<file path="src/rtl/phase_update_scheduler_pkg.sv">
// Shared types for the ONN phase update scheduler: FSM encoding and phase word.
// Imported by the scheduler top and its phase register file.
package phase_update_scheduler_pkg;

    localparam int PW_DEF = 4;

    typedef logic [PW_DEF-1:0] phase_t;

    typedef enum logic [2:0] {
        ST_IDLE    = 3'd0,
        ST_LOAD    = 3'd1,
        ST_MEAS    = 3'd2,
        ST_CAPTURE = 3'd3,
        ST_DONE    = 3'd4
    } state_t;

    // Host-side writes and run starts are only accepted while the scheduler is parked.
    function automatic logic is_parked(state_t s);
        return (s == ST_IDLE) || (s == ST_DONE);
    endfunction

    function automatic logic is_busy(state_t s);
        return (s == ST_LOAD) || (s == ST_MEAS) || (s == ST_CAPTURE);
    endfunction

endpackage

</file>
<file path="src/rtl/phase_update_scheduler_phase_regfile.sv">
// Per-neuron phase register file: N x PW, one write port, two combinational read ports.
// Synchronous clear on reset; a read of the address being written returns the old value.
module phase_regfile
    import phase_update_scheduler_pkg::*;
#(
    parameter int N    = 8,
    parameter int IDXW = 3,
    parameter int PW   = PW_DEF
) (
    input  logic            sclk_i,
    input  logic            re_i,
    input  logic            we_i,
    input  logic [IDXW-1:0] waddr_i,
    input  logic [PW-1:0]   wdata_i,
    input  logic [IDXW-1:0] raddr_a_i,
    output logic [PW-1:0]   rdata_a_o,
    input  logic [IDXW-1:0] raddr_b_i,
    output logic [PW-1:0]   rdata_b_o
);

    logic [PW-1:0] mem_q [N];

    always_ff @(posedge sclk_i) begin
        for (int i = 0; i < N; i++) begin
            if (re_i) begin
                mem_q[i] <= '0;
            end else if (we_i && (waddr_i == IDXW'(i))) begin
                mem_q[i] <= wdata_i;
            end
        end
    end

    // Decoded read muxes; addresses beyond N-1 read as zero.
    always_comb begin
        rdata_a_o = '0;
        rdata_b_o = '0;
        for (int i = 0; i < N; i++) begin
            if (raddr_a_i == IDXW'(i)) begin
                rdata_a_o = mem_q[i];
            end
            if (raddr_b_i == IDXW'(i)) begin
                rdata_b_o = mem_q[i];
            end
        end
    end

endmodule

</file>
<file path="src/rtl/phase_update_scheduler.sv">
// Time-multiplexes one phase measurement unit across N neurons: LOAD, WINDOW-cycle MEAS, CAPTURE.
// Sweeps repeat until STABLE_SWEEPS unchanged sweeps or MAX_SWEEPS; per-neuron latency WINDOW+2.
module phase_update_scheduler
    import phase_update_scheduler_pkg::*;
#(
    parameter int N             = 8,
    parameter int IDXW          = 3,
    parameter int PW            = PW_DEF,
    parameter int WINDOW        = 32,
    parameter int MAX_SWEEPS    = 16,
    parameter int STABLE_SWEEPS = 2,
    parameter int SCW           = 5
) (
    input  logic            sclk,
    input  logic            re,
    input  logic            start,
    input  logic            init_we,
    input  logic [IDXW-1:0] init_addr,
    input  logic [PW-1:0]   init_phase,
    input  logic [IDXW-1:0] rd_addr,
    output logic [PW-1:0]   rd_phase,
    output logic [IDXW-1:0] sel,
    output logic            meas_re,
    output logic [PW-1:0]   phi_out,
    input  logic [PW-1:0]   meas_phase,
    output logic            busy,
    output logic            done,
    output logic            converged,
    output logic [SCW-1:0]  sweep_cnt
);

    localparam int WCW = (WINDOW > 2) ? $clog2(WINDOW) : 1;
    localparam int STW = $clog2(STABLE_SWEEPS + 1);

    state_t          state_q,   state_d;
    logic [IDXW-1:0] idx_q,     idx_d;
    logic [WCW-1:0]  wcnt_q,    wcnt_d;
    logic [SCW-1:0]  sweep_q,   sweep_d;
    logic [STW-1:0]  stable_q,  stable_d;
    logic            changed_q, changed_d;
    logic            conv_q,    conv_d;

    logic            changed_any;
    logic [SCW-1:0]  sweep_nx;
    logic [STW-1:0]  stable_nx;

    logic            rf_we;
    logic [IDXW-1:0] rf_waddr;
    logic [PW-1:0]   rf_wdata;
    logic [PW-1:0]   cur_phase;

    // Capture and host init are mutually exclusive by state, so a simple priority mux suffices.
    always_comb begin
        rf_we    = 1'b0;
        rf_waddr = init_addr;
        rf_wdata = init_phase;
        if (state_q == ST_CAPTURE) begin
            rf_we    = 1'b1;
            rf_waddr = idx_q;
            rf_wdata = meas_phase;
        end else if (is_parked(state_q) && init_we) begin
            rf_we    = 1'b1;
        end
    end

    phase_regfile #(
        .N    (N),
        .IDXW (IDXW),
        .PW   (PW)
    ) u_regfile (
        .sclk_i    (sclk),
        .re_i      (re),
        .we_i      (rf_we),
        .waddr_i   (rf_waddr),
        .wdata_i   (rf_wdata),
        .raddr_a_i (idx_q),
        .rdata_a_o (cur_phase),
        .raddr_b_i (rd_addr),
        .rdata_b_o (rd_phase)
    );

    always_ff @(posedge sclk) begin
        if (re) begin
            state_q   <= ST_IDLE;
            idx_q     <= '0;
            wcnt_q    <= '0;
            sweep_q   <= '0;
            stable_q  <= '0;
            changed_q <= 1'b0;
            conv_q    <= 1'b0;
        end else begin
            state_q   <= state_d;
            idx_q     <= idx_d;
            wcnt_q    <= wcnt_d;
            sweep_q   <= sweep_d;
            stable_q  <= stable_d;
            changed_q <= changed_d;
            conv_q    <= conv_d;
        end
    end

    always_comb begin
        state_d     = state_q;
        idx_d       = idx_q;
        wcnt_d      = wcnt_q;
        sweep_d     = sweep_q;
        stable_d    = stable_q;
        changed_d   = changed_q;
        conv_d      = conv_q;
        changed_any = changed_q | (meas_phase != cur_phase);
        sweep_nx    = sweep_q + 1'b1;
        stable_nx   = '0;

        case (state_q)
            ST_IDLE, ST_DONE: begin
                if (start) begin
                    state_d   = ST_LOAD;
                    idx_d     = '0;
                    sweep_d   = '0;
                    stable_d  = '0;
                    changed_d = 1'b0;
                    conv_d    = 1'b0;
                end
            end
            ST_LOAD: begin
                wcnt_d  = '0;
                state_d = ST_MEAS;
            end
            ST_MEAS: begin
                wcnt_d = wcnt_q + 1'b1;
                if (wcnt_q == WCW'(WINDOW - 1)) begin
                    state_d = ST_CAPTURE;
                end
            end
            ST_CAPTURE: begin
                if (idx_q != IDXW'(N - 1)) begin
                    idx_d     = idx_q + 1'b1;
                    changed_d = changed_any;
                    state_d   = ST_LOAD;
                end else begin
                    // End of sweep: convergence wins over the sweep limit when both hit.
                    if (changed_any) begin
                        stable_nx = '0;
                    end else if (stable_q == STW'(STABLE_SWEEPS)) begin
                        stable_nx = stable_q;
                    end else begin
                        stable_nx = stable_q + 1'b1;
                    end
                    sweep_d   = sweep_nx;
                    stable_d  = stable_nx;
                    changed_d = 1'b0;
                    idx_d     = '0;
                    if (stable_nx == STW'(STABLE_SWEEPS)) begin
                        state_d = ST_DONE;
                        conv_d  = 1'b1;
                    end else if (sweep_nx == SCW'(MAX_SWEEPS)) begin
                        state_d = ST_DONE;
                        conv_d  = 1'b0;
                    end else begin
                        state_d = ST_LOAD;
                    end
                end
            end
            default: begin
                state_d = ST_IDLE;
            end
        endcase
    end

    assign sel       = idx_q;
    assign phi_out   = cur_phase;
    assign meas_re   = (state_q == ST_LOAD);
    assign busy      = is_busy(state_q);
    assign done      = (state_q == ST_DONE);
    assign converged = conv_q;
    assign sweep_cnt = sweep_q;

endmodule

</file>
<file path="config.mk">
export PLATFORM = sky130hd
export DESIGN_NAME = phase_update_scheduler
export DESIGN_NICKNAME = d
export VERILOG_FILES = /design/src/rtl/phase_update_scheduler_pkg.sv /design/src/rtl/phase_update_scheduler_phase_regfile.sv /design/src/rtl/phase_update_scheduler.sv
export SDC_FILE = /design/constraint.sdc
export NUM_CORES = 1
export LEC_CHECK = 0
export BUFFER_PORTS_ARGS = -buffer_cell sky130_fd_sc_hd__buf_2
export CORE_UTILIZATION = 53
export DETAILED_ROUTE_END_ITERATION = 8
export HOLD_SLACK_MARGIN = 0.15
export PLACE_DENSITY_LB_ADDON = 0.08
export SLEW_MARGIN = 20
export SYNTH_ARGS = -nofsm -noshare
export SYNTH_HDL_FRONTEND = slang
export SYNTH_SLANG_ARGS = --single-unit
export TNS_END_PERCENT = 50
</file>
<file path="constraint.sdc">
create_clock -name sclk -period 2.76 [get_ports sclk]
set_clock_uncertainty 0.2 [all_clocks]
set_input_delay 0.138 -clock sclk [delete_from_list [all_inputs] [get_ports sclk]]
set_output_delay 0.138 -clock sclk [all_outputs]
set_load 0.02 [all_outputs]
</file>
==> results.md <==
Status:
- The run finished with clean final reports.

Drt:
- The total routed wirelength is 8.23 mm.
- The detailed-route vias per instance is 5.83.
- The remaining design rule violation count is 0.
- In this run the remaining antenna-violating nets after routing total 0.
- The number of iterations in the first detailed-routing pass is 4.
- The detailed router placed ~2.8k vias in this run.
- The iteration-0 DRC count of the detailed router is 303.
- Dividing the detail-routed wire length by the instance count gives ~17 microns.

Clocking:
- TritonCTS built the clock tree.
- The number of setup buffers added after CTS is 0.
- In this run the clock root is driven by a clkbuf_8.
- Clock latency on the worst-skew pair, taken at its later pin, is 0.31 ns.
- In this run the number of H-tree levels came out at 2.
- The clock passes through at most 2 buffers.
- Buffers inserted during clock tree synthesis total 5.
- The clock-pin slew on the worst setup and hold paths is roughly 0.10 ns.
- Clock tree synthesis found a total of between 50 and 60 sinks.

GRT:
- Entering global routing, the biggest net connects 21 pins.
- The global-route usage over all layers is 0.270.
- The initial antenna violation count is 0.
- The first global-routing pass estimated 12.9 mm of wire.
- The total overflow left after global routing is 0.
- The number of global-route vias before repair is 2,567.

Synthesis:
- Of the total synthesized cell area, the portion taken by full adders, half adders and majority gates is 0.0388.
- The share of the synthesized netlist area taken by xor and xnor gates is 0.0109.
- Synthesis produced 353 cells.
- Yosys printed 0 warnings.
- The most instantiated flip-flop cell in the synthesis netlist is edfxtp_1.
- The cell taking the most area after synthesis is edfxtp_1.
- Ranked by instance count, the synthesized netlist is headed by 62 x nor2_1, 39 x nand2_1, 32 x edfxtp_1.
- The compound-gate portion of the synthesized area is 0.174.
- The cell area that synthesis handed to floorplanning was 0.00322 sq mm.
- The number of enable-type register cells in the synthesized netlist is 32.
- Of the post-synthesis cell area, the dominant cell type holds 0.298.
- The register area share after synthesis is 0.422.
- The distinct cell type count of the synthesized netlist is 50.
- In the post-synthesis netlist, the cell with the most instances is nor2_1.
- After synthesis, the mean cell area works out to 9.13 sq um.
- In this run, synthesis produced a sequential element count of 52.
- Counting flops with an async set or reset pin after synthesis yields a share of 0.
- The dominant combinational cell family by area after synthesis is simple AND/OR/NAND/NOR gates.
- The number of nets in the synthesized netlist is roughly 380.
- Sorting the synthesized cells by area gives the leading types as edfxtp_1 30%, dfxtp_1 12%, nor2_1 7.2%.
- The simple-gate share of the synthesized area is 0.212.
- Of the post-synthesis cell area, the part taken by muxes is 0.0963.

Hold path:
- The type of the tightest min-delay check is primary input to register.
- The number of cells on the worst hold path is 4.
- The path with the worst hold slack has its endpoint at u_regfile.mem_q[4][1]$_SDFFCE_PN0P_.
- The startpoint identified for the worst hold timing path is meas_phase[1].

Cells and area:
- The final net count is about 430.
- From synthesis to final layout, the design area changed by 15.8%.
- The number of inserted filler cells in the final layout is 505.
- After routing the design area is about 0.0037 sq mm.
- The fraction of final layout cells with drive strength greater than 1 is 0.212.
- The repair_antennas step left the layout with diodes totalling 0.

Power and ir drop:
- Of the total power, the share spent switching nets is 0.289.
- The share of total power dissipated in combinational logic is 0.163.
- For this design the ratio of total power to cell area is about 430 mW/mm^2.
- The static leakage is roughly 1.5 nW.
- The switching component of the power is ~0.47 mW.
- The clock share of power is 0.290.
- Of the total power, registers draw 0.547.
- The worst-case IR drop observed on VDD is around 0.29 mV.
- Cell internal power was estimated by the tool at 1.15 mW.

Timing:
- The final hold violation count is 0.
- After layout, the minimum clock period comes to 2.59 ns.
- Measured against its own limit, the worst slew margin works out to 0.684.
- The highest attainable clock frequency is 386 MHz.
- The total count of max-transition violations in the final report came to 0.
- Setup violations remaining at the end of the flow were counted as 0.
- The share of the clock period used by the worst path after layout is 0.939.
- For the final routed database, the setup TNS stands at 0 ns.
- Setup repair after global routing left no endpoint under its margin.
- The slew at the pin closest to its max-slew limit is 0.461 ns.

Worst setup path:
- Measured in cells, the most critical reg-to-reg path has a length of 9.
- STA classifies the critical path endpoint as a register.
- The arrival time of data at the critical path endpoint is 2.61 ns.
- The maximum fanout count along the critical path is 8.
- The setup check on the worst reg-to-reg path leaves a slack of ~0.17 ns.
- For the worst setup path, the data required time is between 2 and 3 ns.
- The worst register-to-register path ends at state_q[0]$_SDFFE_PP0P_.
- The startpoint identified for the worst register-to-register timing path is sel[0]$_SDFFE_PP0P_.
- The category of the worst setup path launch point is a register.
- By startpoint and endpoint, the worst setup path is classified as register to register.

Floorplanning:
- 38 I/O pins were placed.
- The die covers between 0.006 and 0.007 sq mm.
- The standard cell core area is just under 0.006 sq mm.
- The floorplan step set the die height to 80.0 microns.
- The width of the die is around 80 microns.
- The number of cell rows is 28.
- The initial standard-cell utilization of the core is 0.548.

Place:
- The routability-driven placement congestion ratio is roughly 0.87.
- The final HPWL from detailed placement is about 6 mm.
- Buffers placed on the I/O ports in this run total 37.
- The placed standard-cell area is 0.00353 sq mm.

Job:
- The number of max-capacitance violations reported is 0.
worst max-delay path by stage:
stage,from,to,cells past startpoint
after floorplan,sel[2]$_SDFFE_PP0P_,state_q[0]$_SDFFE_PP0P_,10
after global placement,sel[0]$_SDFFE_PP0P_,state_q[0]$_SDFFE_PP0P_,8
after detailed placement,sel[0]$_SDFFE_PP0P_,state_q[0]$_SDFFE_PP0P_,8
after CTS,sel[0]$_SDFFE_PP0P_,state_q[0]$_SDFFE_PP0P_,8
after global routing,sel[0]$_SDFFE_PP0P_,changed_q$_SDFFE_PP0P_,9
final,sel[0]$_SDFFE_PP0P_,state_q[0]$_SDFFE_PP0P_,9
cell families after synthesis:
kind of cell | after synthesis
simple gates | 147
compound gates | 84
flops | 52
buf+inv | 33
mux | 23
fa+ha+maj | 10
xor+xnor | 4
placed cells by master (no fill, tap or decap), drive strengths merged, types with 3 or more instances in the layout:
master	synthesis	final
a21oi	28	28
edfxtp	32	32
mux2	4	4
dlygate4sd3	0	9
nand2b	7	7
mux4	6	6
mux2i	13	13
o31ai	3	3
nor2b	5	5
nor2	62	62
clkbuf	9	5
a22oi	3	3
and3	3	3
nand3b	3	3
o21ai	14	14
a211oi	5	5
and2	4	4
nand2	39	39
o22ai	4	4
dfxtp	20	20
inv	14	16
a21o	10	10
nor3	4	4
nand3	11	11
xnor2	3	3
buf	10	50
a211o	3	3
ha	10	10
state kept, by name, indices dropped and copies added (netlist names):
signal           cells
sel                  3
stable_q             2
wcnt_q               5
converged            1
u_regfile.mem_q     32
state_q              3
sweep_cnt            5
changed_q            1
what timing repair did:
item	4_1_cts	5_1_grt
setup endpoints to repair	0	7
resized for setup	0	6
hold endpoints to repair	32	0
hold buffers	9	0
per-stage QoR:
stage / power, mW / instances / util / setup slack (ns) / hold WS, ns
5_1_grt: 1.67 / 476 / 0.634 / 0.0342 / 0.212
4_1_cts: 1.61 / 476 / 0.632 / 0.0766 / 0.175
6_report: 1.61 / 476 / 0.634 / 0.168 / 0.183
3_3_place_gp: 1.15 / 459 / 0.600 / 0.143 / 0.268
3_5_place_dp: 1.15 / 459 / 0.600 / 0.0894 / 0.277
2_1_floorplan: 1.06 / 353 / - / 0.0396 / 0.162
worst max-delay path, stage by stage (launching register included):
cell and delay, ns:
dfxtp_2 0.37, ha_1 0.23, ha_2 0.23, buf_4 0.17, a2111oi_2 0.27, o22ai_1 0.14, a21oi_2 0.20, xnor2_1 0.17
nand4_2 0.25, o211a_1 0.28
metal layers:
layer,part of all wire,GRT usage,up-vias
li1,-,-,1367
met1,0.46,0.408,1297
met2,0.44,0.409,102
met3,0.094,0.0366,7
met4,0.0067,0.0589,0
met5,0,0,-
layout make-up:
cell class | instances | area, sq um | share of cell area
Clock buffer | 5 | 68.8 | 0.0184
Clock inverter | 3 | 26.3 | 0.00704
Inverter | 14 | 52.6 | 0.0141
Multi-Input combinational cell | 268 | 1750 | 0.470
Sequential cell | 52 | 1370 | 0.366
Tap cell | 75 | 93.8 | 0.0251
Timing Repair Buffer | 59 | 373 | 0.0999
power by group through the flow:
stage / registers (mW) / logic, mW / clock network (mW)
floorplan: 0.884 / 0.174 / 0
global placement: 0.898 / 0.249 / 0
detailed placement: 0.898 / 0.250 / 0
CTS: 0.880 / 0.260 / 0.474
global route: 0.885 / 0.283 / 0.502
finish: 0.882 / 0.262 / 0.468
No activity file was read; power rests on OpenSTA's default activity.
